==> src/rtl/uart_tx_configurable.sv <==
// UART transmitter with a transmit FIFO, runtime frame format (5-8 data bits,
// none/even/odd parity, 1 or 2 stop bits) and a runtime baud divisor.
module uart_tx_configurable #(
  parameter int CLOCK_FREQ = 125_000_000,
  parameter int BAUD_RATE  = 115_200,
  parameter int FIFO_DEPTH = 8,
  parameter int DIV_WIDTH  = 16
) (
  input  logic                          clk,
  input  logic                          reset,
  input  logic [7:0]                    data_in,
  input  logic                          data_in_valid,
  output logic                          data_in_ready,
  input  logic [1:0]                    cfg_data_bits,
  input  logic [1:0]                    cfg_parity,
  input  logic                          cfg_stop2,
  input  logic [DIV_WIDTH-1:0]          cfg_divisor,
  output logic                          serial_out,
  output logic                          tx_busy,
  output logic [$clog2(FIFO_DEPTH):0]   fifo_count
);

  // state   | meaning
  // IDLE    | line high, waiting for a queued byte
  // START   | start bit (0)
  // DATA    | data bits, LSB first
  // PARITY  | parity bit, only when parity is enabled
  // STOP    | one or two stop bits (1); pops the next byte on the last cycle
  localparam logic [2:0] S_IDLE   = 3'd0;
  localparam logic [2:0] S_START  = 3'd1;
  localparam logic [2:0] S_DATA   = 3'd2;
  localparam logic [2:0] S_PARITY = 3'd3;
  localparam logic [2:0] S_STOP   = 3'd4;

  localparam int AW          = $clog2(FIFO_DEPTH);
  localparam int CW          = AW + 1;
  localparam int DEFAULT_DIV = CLOCK_FREQ / BAUD_RATE;
  localparam logic [CW-1:0] FULL = CW'(FIFO_DEPTH);

  logic [7:0]           fifo_mem_q [FIFO_DEPTH];
  logic [AW-1:0]        wr_ptr_q, wr_ptr_d, rd_ptr_q, rd_ptr_d;
  logic [CW-1:0]        count_q, count_d;
  logic [2:0]           state_q, state_d;
  logic [7:0]           byte_q, byte_d;
  logic [1:0]           nbits_q, nbits_d;
  logic [1:0]           par_q, par_d;
  logic                 stop2_q, stop2_d;
  logic [DIV_WIDTH-1:0] div_q, div_d;
  logic [DIV_WIDTH-1:0] cyc_q, cyc_d;
  logic [2:0]           bit_q, bit_d;
  logic                 stop_q, stop_d;
  logic                 serial_q, serial_d;

  logic                 push, pop, fifo_empty, bit_end, last_data, par_en;
  logic [DIV_WIDTH-1:0] d_eff;
  logic [7:0]           mask_in;

  assign data_in_ready = (count_q != FULL);
  assign push          = data_in_valid && data_in_ready;
  assign fifo_empty    = (count_q == '0);
  assign d_eff         = (div_q == '0) ? DIV_WIDTH'(1) : div_q;
  assign bit_end       = (cyc_q == d_eff - DIV_WIDTH'(1));
  assign last_data     = (bit_q == ({1'b0, nbits_q} + 3'd4));
  assign par_en        = (par_q == 2'd1) || (par_q == 2'd2);
  assign mask_in       = 8'hFF >> (2'd3 - cfg_data_bits);

  assign serial_out = serial_q;
  assign tx_busy    = (state_q != S_IDLE);
  assign fifo_count = count_q;

  always_comb begin
    state_d = state_q;
    byte_d  = byte_q;
    nbits_d = nbits_q;
    par_d   = par_q;
    stop2_d = stop2_q;
    div_d   = div_q;
    cyc_d   = cyc_q;
    bit_d   = bit_q;
    stop_d  = stop_q;
    pop     = 1'b0;

    case (state_q)
      S_IDLE: begin
        if (!fifo_empty) pop = 1'b1;
      end
      S_START: begin
        cyc_d = cyc_q + DIV_WIDTH'(1);
        if (bit_end) begin
          cyc_d   = '0;
          bit_d   = '0;
          state_d = S_DATA;
        end
      end
      S_DATA: begin
        cyc_d = cyc_q + DIV_WIDTH'(1);
        if (bit_end) begin
          cyc_d = '0;
          if (last_data) begin
            stop_d  = 1'b0;
            state_d = par_en ? S_PARITY : S_STOP;
          end else begin
            bit_d = bit_q + 3'd1;
          end
        end
      end
      S_PARITY: begin
        cyc_d = cyc_q + DIV_WIDTH'(1);
        if (bit_end) begin
          cyc_d   = '0;
          stop_d  = 1'b0;
          state_d = S_STOP;
        end
      end
      S_STOP: begin
        cyc_d = cyc_q + DIV_WIDTH'(1);
        if (bit_end) begin
          cyc_d = '0;
          if (stop_q == stop2_q) begin
            if (!fifo_empty) pop = 1'b1;
            else             state_d = S_IDLE;
          end else begin
            stop_d = 1'b1;
          end
        end
      end
      default: state_d = S_IDLE;
    endcase

    // The pop edge snapshots the byte and the whole frame format.
    if (pop) begin
      byte_d  = fifo_mem_q[rd_ptr_q] & mask_in;
      nbits_d = cfg_data_bits;
      par_d   = cfg_parity;
      stop2_d = cfg_stop2;
      div_d   = cfg_divisor;
      cyc_d   = '0;
      state_d = S_START;
    end
  end

  always_comb begin
    wr_ptr_d = push ? wr_ptr_q + AW'(1) : wr_ptr_q;
    rd_ptr_d = pop  ? rd_ptr_q + AW'(1) : rd_ptr_q;
    case ({push, pop})
      2'b10:   count_d = count_q + CW'(1);
      2'b01:   count_d = count_q - CW'(1);
      default: count_d = count_q;
    endcase
  end

  // Line value is derived from the next state so serial_out stays registered.
  always_comb begin
    case (state_d)
      S_START:  serial_d = 1'b0;
      S_DATA:   serial_d = byte_d[bit_d];
      S_PARITY: serial_d = (^byte_d) ^ (par_d == 2'd2);
      default:  serial_d = 1'b1;
    endcase
  end

  always_ff @(posedge clk) begin
    if (push) fifo_mem_q[wr_ptr_q] <= data_in;
  end

  always_ff @(posedge clk) begin
    if (reset) begin
      wr_ptr_q <= '0;
      rd_ptr_q <= '0;
      count_q  <= '0;
      state_q  <= S_IDLE;
      byte_q   <= '0;
      nbits_q  <= 2'd3;
      par_q    <= 2'd0;
      stop2_q  <= 1'b0;
      div_q    <= DIV_WIDTH'(DEFAULT_DIV);
      cyc_q    <= '0;
      bit_q    <= '0;
      stop_q   <= 1'b0;
      serial_q <= 1'b1;
    end else begin
      wr_ptr_q <= wr_ptr_d;
      rd_ptr_q <= rd_ptr_d;
      count_q  <= count_d;
      state_q  <= state_d;
      byte_q   <= byte_d;
      nbits_q  <= nbits_d;
      par_q    <= par_d;
      stop2_q  <= stop2_d;
      div_q    <= div_d;
      cyc_q    <= cyc_d;
      bit_q    <= bit_d;
      stop_q   <= stop_d;
      serial_q <= serial_d;
    end
  end

endmodule

==> config.mk <==
export PLATFORM = sky130hd
export DESIGN_NAME = uart_tx_configurable
export DESIGN_NICKNAME = d
export VERILOG_FILES = /design/src/rtl/uart_tx_configurable.sv
export SDC_FILE = /design/constraint.sdc
export NUM_CORES = 1
export LEC_CHECK = 0
export BUFFER_PORTS_ARGS = -buffer_cell sky130_fd_sc_hd__buf_2
export CORE_MARGIN = 2
export CORE_UTILIZATION = 60
export DETAILED_ROUTE_END_ITERATION = 8
export GPL_TIMING_DRIVEN = 0
export PLACE_DENSITY = 0.79
export SETUP_SLACK_MARGIN = 0.15
export SYNTH_ARGS = -nofsm -noshare
export SYNTH_HDL_FRONTEND = slang
export SYNTH_SLANG_ARGS = --single-unit
==> constraint.sdc <==
create_clock -name clk -period 5.95 [get_ports clk]
set_input_delay 0.2975 -clock clk [delete_from_list [all_inputs] [get_ports clk]]
set_output_delay 0.2975 -clock clk [all_outputs]
set_load 0.05 [all_outputs]
==> flow_metrics.env, run 1 <==
export IMPL_status="finished clean"
export IMPL_powerDensity_nw_per_um2=500
export IMPL_yosysWarnings=0
export IMPL_hp_class="in2reg"
export IMPL_row_count=36
export IMPL_io_pins=39
export IMPL_end_kind="register"
export IMPL_portBuffers=37
export IMPL_ys_seq_area_frac=0.530
export IMPL_grt_pass1_vias=4349
export IMPL_die_h_um=105
export IMPL_synthesis_area_um2=6120
export IMPL_tns_ps=0
export IMPL_dp_hpwl_um=9070
export IMPL_drt_pass1_iter_count=5
export IMPL_fill_cells=728
export IMPL_start_util=0.623
export IMPL_clk_latency_ps=530
export IMPL_start_kind="register"
export IMPL_wl_um=13300
export IMPL_p_leak_nw=2.58
export IMPL_cts_root_buf="clkbuf_8"
export IMPL_arrival_ps=5820
export IMPL_max_slew_margin=0.344
export IMPL_crit_required_ps=6410
export IMPL_slew_viol_final=0
export IMPL_synth_largest_area_cell="edfxtp_1"
export IMPL_finalHoldViolCount=0
export IMPL_grt_max_degree=17
export IMPL_cts_htree_levels=4
export IMPL_layout_min_cycle_time_ps=5360
export IMPL_cts_setup_buffers=0
export IMPL_synth_edf_count=64
export IMPL_dieArea_um2=11000
export IMPL_cts_tree="done"
export IMPL_die_width_um=105
export IMPL_async_flop_share=0
export IMPL_multiInputGateArea_um2=2740
export IMPL_wl_per_cell_um=18.0
export IMPL_grt_util_all_layers=0.258
export IMPL_grt_pass1_wl_um=21600
export IMPL_worstSetupPathType="reg2reg"
export IMPL_drive_gt1_frac=0.179
export IMPL_ys_types=63
export IMPL_cap_violations=0
export IMPL_fin_skew_ps=13.6
export IMPL_cts_buffer_depth=2
export IMPL_setup_violations=0
export IMPL_area_growth_pct=16.0
export IMPL_gr_total_overflow=0
export IMPL_num_antenna_cells=0
export IMPL_core_um2=9820
export IMPL_clock_sinks=130
export IMPL_fin_util=0.723
export IMPL_drt_iter0_drc=199
export IMPL_syn_inst=533
export IMPL_viasPerCell=5.78
export IMPL_synth_seq_cells=130
export IMPL_synth_fp_nets=574
export IMPL_ys_top_cells_by_count="nor2_1 (92), dfxtp_1 (66), edfxtp_1 (64)"
export IMPL_tightest_slew_ps=975
export IMPL_avgSynthCellArea_um2=11.5
export IMPL_nets=638
export IMPL_whs_ps=8.50
export IMPL_drc_errors=0
export IMPL_fmax_ghz=0.187
export IMPL_ant_nets=0
export IMPL_antenna_found_initial=0
export IMPL_synth_area_leaders="edfxtp_1 (31%), dfxtp_1 (22%), mux4_2 (5.9%)"
export IMPL_ir_drop_v=0.000348
export IMPL_cts_buffers=17
export IMPL_routed_via_count=4298
export IMPL_rsz0062_at_grt="false"
export IMPL_ys_flop_type="dfxtp_1"
export IMPL_synth_top_area_frac=0.314
export IMPL_clk_pin_slew_ps=60
export IMPL_cp_max_fo=10
export IMPL_place_gp_congestion=0.874
export IMPL_yosysMostFrequentCell="nor2_1"
export IMPL_period_share=0.900
export IMPL_seq_area_um2=3240
## cells in the final DEF (no fill, tap or decap), types with 3 or more instances in the layout
cell            n
a211o_1         9
a211oi_1        5
a21o_1          3
a21oi_1        17
a31oi_1         3
and3_1          5
buf_1           4
buf_2          43
clkbuf_1       17
clkbuf_16      16
clkinv_2        3
dfxtp_1        66
dlygate4sd3_1   8
edfxtp_1       64
ha_1            8
inv_1          13
mux2i_1        27
mux4_2         16
nand2_1        18
nand2b_1        6
nand3_1        18
nand4_1         6
nor2_1         92
nor2b_1         3
nor3_1         10
nor3_2          3
nor3b_1         5
nor4_1          5
o21ai_0         3
or3_1           4
or4_1           4
xnor2_1        35
xor2_1         23
## kinds of logic (layout without fill, tap and decap cells)
kind of cell               count (synthesis)  in the layout  share of synthesized area
AOI/OAI and AO/OA                         61             61                     0.0771
xor gates and xnor gates                  58             58                     0.0830
adders and majority gates                  9              9                     0.0196
buffers and inverters                     36            113                     0.0239
DFF                                      130            130                      0.530
muxes                                     45             45                      0.107
and+or+nand+nor                          194            194                      0.159
## worst max-delay path, stage by stage, from the launching register on
cell and delay, ps:
dfxtp_1 370, nor4_2 880, a41oi_2 260, ha_1 290
nor3b_1 190, or3b_2 220, nor3b_1 260, o22ai_1 170
nor4_4 400, a21o_1 180, buf_4 160, buf_2 240
buf_2 280, ha_1 240, ha_1 250, a21o_1 180
a21oi_1 190, xnor2_1 100, or3_1 310, a21oi_1 130
## stage by stage
step	setup WS [ps]	instance area, µm²	total power, mW	std cells
floorplan	1500	6120	2.29	533
global placement	696	6470	2.56	703
detailed placement	580	6480	2.60	703
CTS	523	7090	3.54	743
global route	151	7100	3.75	743
finish	594	7100	3.55	743
## flip-flops by register name (all words and copies together), names as in the netlist, named ones only
signal and flops:
wr_ptr_q 3, state_q 3, fifo_mem_q 64, fifo_count 4, stop2_q 1, serial_out 1, stop_q 1, par_q 2
rd_ptr_q 3, div_q 16, nbits_q 2, byte_q 8, bit_q 3, cyc_q 16
## area by class of cell
type                       count  share of cell area
clock inverter                 9              0.0122
inverter                      13             0.00687
buffer                        23              0.0137
timing repair buffer          45              0.0374
clock buffer                  23              0.0629
tap                          133              0.0234
sequential                   130               0.457
multi-input combinational    367               0.387
## metal layers
layer  global-route usage  routed length, µm
met3               0.0649                736
met4                0.120                349
met5                    0                  0
met1                0.310               5540
met2                0.434               6720
## report_power, final
group          switching (mW)  total (mW)  internal (mW)
clock network           0.371       0.935          0.564
registers               0.138        1.22           1.08
logic                   0.805        1.39          0.589
## final timing paths
check	startpoint	end	slack, ps	cells after the start
worst max-delay path	div_q[8]	fifo_count[3]	590	19
worst min-delay path	cfg_divisor[13]	div_q[13]	8	3
worst max register to register	div_q[8]	fifo_count[3]	590	19
worst min register to register	wr_ptr_q[0]	wr_ptr_q[0]	500	2
## repair_timing
| action | CTS | global route |
|---|---|---|
| resized for setup | 0 | 1 |
| endpoints found under the hold margin | 8 | 0 |
| hold buffers | 8 | 0 |
| setup endpoints to repair | 0 | 1 |
Power figures use the tool's default switching activity.
==> inputs of run 2 (changes only) <==
- clock period: 5.95 -> 5.17 ns (I/O delays scaled with it)
==> flow_metrics.env, run 2 (same netlist as run 1, synthesis figures left out) <==
export IMPL_status="finished clean"
export IMPL_clk_latency_ps=530
export IMPL_place_ws_ps=-200
export IMPL_cts_buffer_depth=2
export IMPL_fin_area_um2=7410
export IMPL_die_width_um=105
export IMPL_end_kind="register"
export IMPL_crit_required_ps=5630
export IMPL_fin_util=0.755
export IMPL_portBuffers=37
export IMPL_placed_cell_area_um2=6480
export IMPL_cts_htree_levels=4
export IMPL_start_kind="register"
export IMPL_ff2ff_path_depth=21
export IMPL_area_growth_pct=21.2
export IMPL_die_h_um=105
export IMPL_num_antenna_cells=0
export IMPL_ir_drop_v=0.000402
export IMPL_dp_hpwl_um=9070
export IMPL_drive_gt1_frac=0.194
export IMPL_nets=666
export IMPL_grt_util_all_layers=0.271
export IMPL_r2r_slack_ps=430
export IMPL_setup_violations=0
export IMPL_drt_iter0_drc=217
export IMPL_layout_min_cycle_time_ps=4740
export IMPL_period_share=0.916
export IMPL_io_pins=39
export IMPL_hold_depth=1
export IMPL_gr_total_overflow=0
export IMPL_regMostFlops="fifo_mem_q"
export IMPL_final_common_cell="nor2_1"
export IMPL_clk_pin_slew_ps=60
export IMPL_core_um2=9820
export IMPL_largest_reg_flops=64
export IMPL_place_gp_congestion=0.874
export IMPL_layout_common_cells="nor2_1 (92), edfxtp_1 (64), dfxtp_1 (61)"
export IMPL_cts_root_buf="clkbuf_8"
export IMPL_start_util=0.623
export IMPL_clock_sinks=130
export IMPL_routed_via_count=4504
export IMPL_viasPerCell=5.84
export IMPL_grt_pass1_wl_um=22700
export IMPL_drc_errors=0
export IMPL_row_count=36
export IMPL_whs_ps=25.1
export IMPL_arrival_ps=5200
export IMPL_tightest_slew_ps=1010
export IMPL_multiInputGateArea_um2=2790
export IMPL_cp_max_fo=10
export IMPL_grt_max_degree=17
export IMPL_wl_per_cell_um=18.5
export IMPL_largestRegisters="fifo_mem_q: 64 flops, cyc_q: 16 flops, div_q: 16 flops"
export IMPL_antenna_found_initial=0
export IMPL_fill_cells=674
export IMPL_finalHoldViolCount=0
export IMPL_cts_buffers=17
export IMPL_rsz0062_at_grt="false"
export IMPL_worstSetupPathType="reg2reg"
export IMPL_powerDensity_nw_per_um2=568
export IMPL_ant_nets=0
export IMPL_seq_area_um2=3250
export IMPL_grt_pass1_vias=4532
export IMPL_slew_viol_final=0
export IMPL_fin_skew_ps=8.10
export IMPL_dieArea_um2=11000
export IMPL_tns_ps=0
export IMPL_hp_class="in2reg"
export IMPL_fmax_ghz=0.211
export IMPL_layout_setup_ws_ps=435
export IMPL_wl_um=14300
export IMPL_max_slew_margin=0.326
export IMPL_drt_pass1_iter_count=5
export IMPL_cts_tree="done"
export IMPL_cap_violations=0
export IMPL_p_leak_nw=2.72
## run 2: cell count changes in the layout (fill, tap and decap cells not counted)
cell | previous run | this run
clkbuf_4 | 0 | 1
nor3b_1 | 5 | 4
buf_4 | 1 | 10
dlygate4sd3_1 | 8 | 28
dfxtp_2 | 0 | 5
dfxtp_1 | 66 | 61
nor4_1 | 5 | 4
nor4_2 | 2 | 0
buf_2 | 43 | 41
nor3b_4 | 0 | 1
nor4_4 | 2 | 5
## run 2: area by class of cell
type	count	area share
Sequential cell	130	0.438
Multi-Input combinational cell	367	0.376
Timing Repair Buffer	73	0.0709
Clock buffer	23	0.0603
Tap cell	133	0.0224
Buffer	23	0.0138
Clock inverter	9	0.0116
Inverter	13	0.00658
## run 2: critical path, stage by stage, from the launching register on
cell and delay [ps]:
dfxtp_2 410, nor4_4 60, buf_4 160, a41oi_2 230, ha_1 220, nor3b_4 280, or3b_2 480, nor3b_1 170
o22ai_1 260, nor4_4 70, buf_4 170, a21o_1 160, buf_4 160, clkbuf_4 190, buf_4 200, ha_1 220
ha_1 290, a21o_1 180, a21oi_1 200, xnor2_1 100, or3_1 310, a21oi_1 130
## run 2: final timing paths
check,startpoint,endpoint
hold reg to reg,wr_ptr_q[0],wr_ptr_q[0]
hold / removal,data_in[2],fifo_mem_q[7][2]
setup / recovery,div_q[12],fifo_count[3]
setup reg to reg,div_q[12],fifo_count[3]
## run 2: routing by layer
layer	part of all wire	GRT usage	routed length, µm	vias to the layer above
met5	0	0	0	-
met4	0.022	0.112	314	0
met3	0.053	0.0736	762	34
met2	0.52	0.476	7420	147
met1	0.41	0.311	5800	2192
li1	-	-	-	2131
## run 2: where the power goes
| group | internal, mW | total, mW | switching [mW] |
|---|---|---|---|
| logic | 0.742 | 1.70 | 0.956 |
| registers | 1.25 | 1.43 | 0.179 |
| clock network | 0.650 | 1.08 | 0.434 |
## run 2: timing repair
action	4_1_cts	5_1_grt
setup endpoints to repair	3	2
buffers inserted	1	7
gates resized for setup	5	10
hold endpoints to repair	77	0
pin swaps	1	2
hold buffers	28	0
## run 2: stage by stage
step | power [mW] | std cells
global route | 4.43 | 771
global placement | 2.95 | 703
CTS | 4.12 | 764
floorplan | 2.64 | 533
finish | 4.21 | 771
detailed placement | 3.00 | 703
==> inputs of run 3 (changes only) <==
- ABC_AREA: default -> 1
- CORE_UTILIZATION: 60 -> 61
- PLACE_DENSITY: 0.79 -> 0.8
==> flow_metrics.env, run 3 <==
export IMPL_grt_pass1_wl_um=27700
export IMPL_ant_nets=0
export IMPL_end_kind="register"
export IMPL_layout_min_cycle_time_ps=4540
export IMPL_final_common_cell="nand2_1"
export IMPL_ir_drop_v=0.000390
export IMPL_dieArea_um2=11700
export IMPL_layout_common_cells="nand2_1 (187), nor2_1 (131), inv_1 (101)"
export IMPL_drt_iter0_drc=657
export IMPL_cts_htree_levels=4
export IMPL_die_width_um=108
export IMPL_synth_fp_nets=883
export IMPL_cts_root_buf="clkbuf_8"
export IMPL_tightest_slew_ps=952
export IMPL_routed_via_count=6067
export IMPL_largestRegisters="fifo_mem_q: 64 flops, cyc_q: 16 flops, div_q: 16 flops"
export IMPL_fmax_ghz=0.220
export IMPL_die_h_um=108
export IMPL_ys_top_cells_by_count="nand2_1 (187), nor2_1 (132), inv_1 (101)"
export IMPL_dp_hpwl_um=11600
export IMPL_wl_per_cell_um=15.9
export IMPL_tns_ps=0
export IMPL_largest_reg_flops=64
export IMPL_yosysWarnings=0
export IMPL_fin_area_um2=7780
export IMPL_powerDensity_nw_per_um2=569
export IMPL_syn_inst=842
export IMPL_drc_errors=0
export IMPL_synth_top_area_frac=0.290
export IMPL_ys_flop_type="dfxtp_1"
export IMPL_viasPerCell=5.66
export IMPL_wl_um=17100
export IMPL_crit_required_ps=5600
export IMPL_slew_viol_final=0
export IMPL_portBuffers=37
export IMPL_fin_skew_ps=10.1
export IMPL_worstSetupPathType="reg2reg"
export IMPL_grt_pass1_vias=5960
export IMPL_synth_edf_count=64
export IMPL_cts_tree="done"
export IMPL_synthesis_area_um2=6640
export IMPL_cts_buffer_depth=2
export IMPL_start_kind="register"
export IMPL_cap_violations=0
export IMPL_clk_pin_slew_ps=60
export IMPL_antenna_found_initial=0
export IMPL_synth_largest_area_cell="edfxtp_1"
export IMPL_arrival_ps=4970
export IMPL_clock_sinks=130
export IMPL_io_pins=39
export IMPL_ys_seq_area_frac=0.489
export IMPL_grt_max_degree=17
export IMPL_nets=960
export IMPL_period_share=0.878
export IMPL_area_growth_pct=17.3
export IMPL_place_gp_congestion=0.950
export IMPL_num_antenna_cells=0
export IMPL_core_um2=10700
export IMPL_whs_ps=15.3
export IMPL_placed_cell_area_um2=7000
export IMPL_status="finished clean"
export IMPL_drt_pass1_iter_count=6
export IMPL_finalHoldViolCount=0
export IMPL_grt_util_all_layers=0.315
export IMPL_avgSynthCellArea_um2=7.88
export IMPL_cp_num_buf_inv=3
export IMPL_rsz0062_at_grt="false"
export IMPL_drive_gt1_frac=0.102
export IMPL_max_slew_margin=0.363
export IMPL_ys_types=45
export IMPL_clk_latency_ps=540
export IMPL_yosysMostFrequentCell="nand2_1"
export IMPL_async_flop_share=0
export IMPL_start_util=0.618
export IMPL_max_stage_delay_ps=440
export IMPL_row_count=38
export IMPL_cp_top_family="simple AND/OR/NAND/NOR gates"
export IMPL_cts_buffers=17
export IMPL_synth_seq_cells=130
export IMPL_setup_violations=0
export IMPL_synth_area_leaders="edfxtp_1 (29%), dfxtp_1 (20%), nand2_1 (11%)"
export IMPL_p_leak_nw=3.28
export IMPL_crit_path_top_delay_cell="dfxtp_1"
export IMPL_cp_max_fo=19
export IMPL_regMostFlops="fifo_mem_q"
export IMPL_hp_class="in2reg"
export IMPL_gr_total_overflow=0
==> run 3: worst register-to-register path, delay by kind of cell, from the launching register on <==
kind	cells	cell delay, ps
buf+inv	3	500
flops	1	440
simple gates	20	2330
fa+ha+maj	3	780
compound gates	3	390
==> run 3: cells by family after synthesis <==
group	Yosys count	share of synthesized area
and+or+nand+nor	441	0.294
xor gates and xnor gates	14	0.0196
AOI/OAI and AO/OA	124	0.108
adders and majority gates	9	0.0181
DFF	130	0.489
buffers and inverters	124	0.0720
==> run 3: layout make-up <==
class,count,area (µm²)
plain buffers,22,96.3
flip-flops and latches,130,3240
multi-input cells,588,2920
clock buffers,20,425
inverters,101,379
clock inverters,12,134
fillers,821,2960
repair buffers,59,405
well taps,140,175
==> run 3: what timing repair did <==
action,4_1_cts,5_1_grt
endpoints found under the hold margin,78,0
gates resized for setup,0,4
endpoints found under the setup margin,0,2
buffers inserted,0,0
hold buffers,22,0
==> run 3: power by group <==
group	switching, mW	internal [mW]	total (mW)
clock network	0.454	0.687	1.14
registers	0.139	1.26	1.40
logic	1.30	0.587	1.89
==> run 3: per-stage QoR <==
step / setup slack [ps] / total power, mW / instances / utilization
2_1_floorplan: 1240 / 2.76 / 842 / -
3_3_place_gp: 534 / 3.16 / 1019 / 0.651
3_5_place_dp: 368 / 3.23 / 1019 / 0.651
4_1_cts: 240 / 4.40 / 1073 / 0.724
5_1_grt: 166 / 4.74 / 1072 / 0.724
6_report: 629 / 4.43 / 1072 / 0.724
==> run 3: final timing paths <==
| path | from | to | slack (ps) | depth (start not counted) |
|---|---|---|---|---|
| hold reg to reg | stop_q | stop_q | 460 | 2 |
| setup / recovery | div_q[4] | fifo_count[3] | 630 | 29 |
| setup reg to reg | div_q[4] | fifo_count[3] | 630 | 29 |
| hold / removal | cfg_data_bits[0] | nbits_q[0] | 20 | 3 |
==> run 3: metal layers <==
layer / GRT usage / vias to the layer above / routed length [µm]
met1: 0.367 / 2775 / 6620
met2: 0.540 / 302 / 8460
met3: 0.0808 / 56 / 1510
met5: 0 / - / 0
met4: 0.156 / 0 / 499
li1: - / 2934 / -
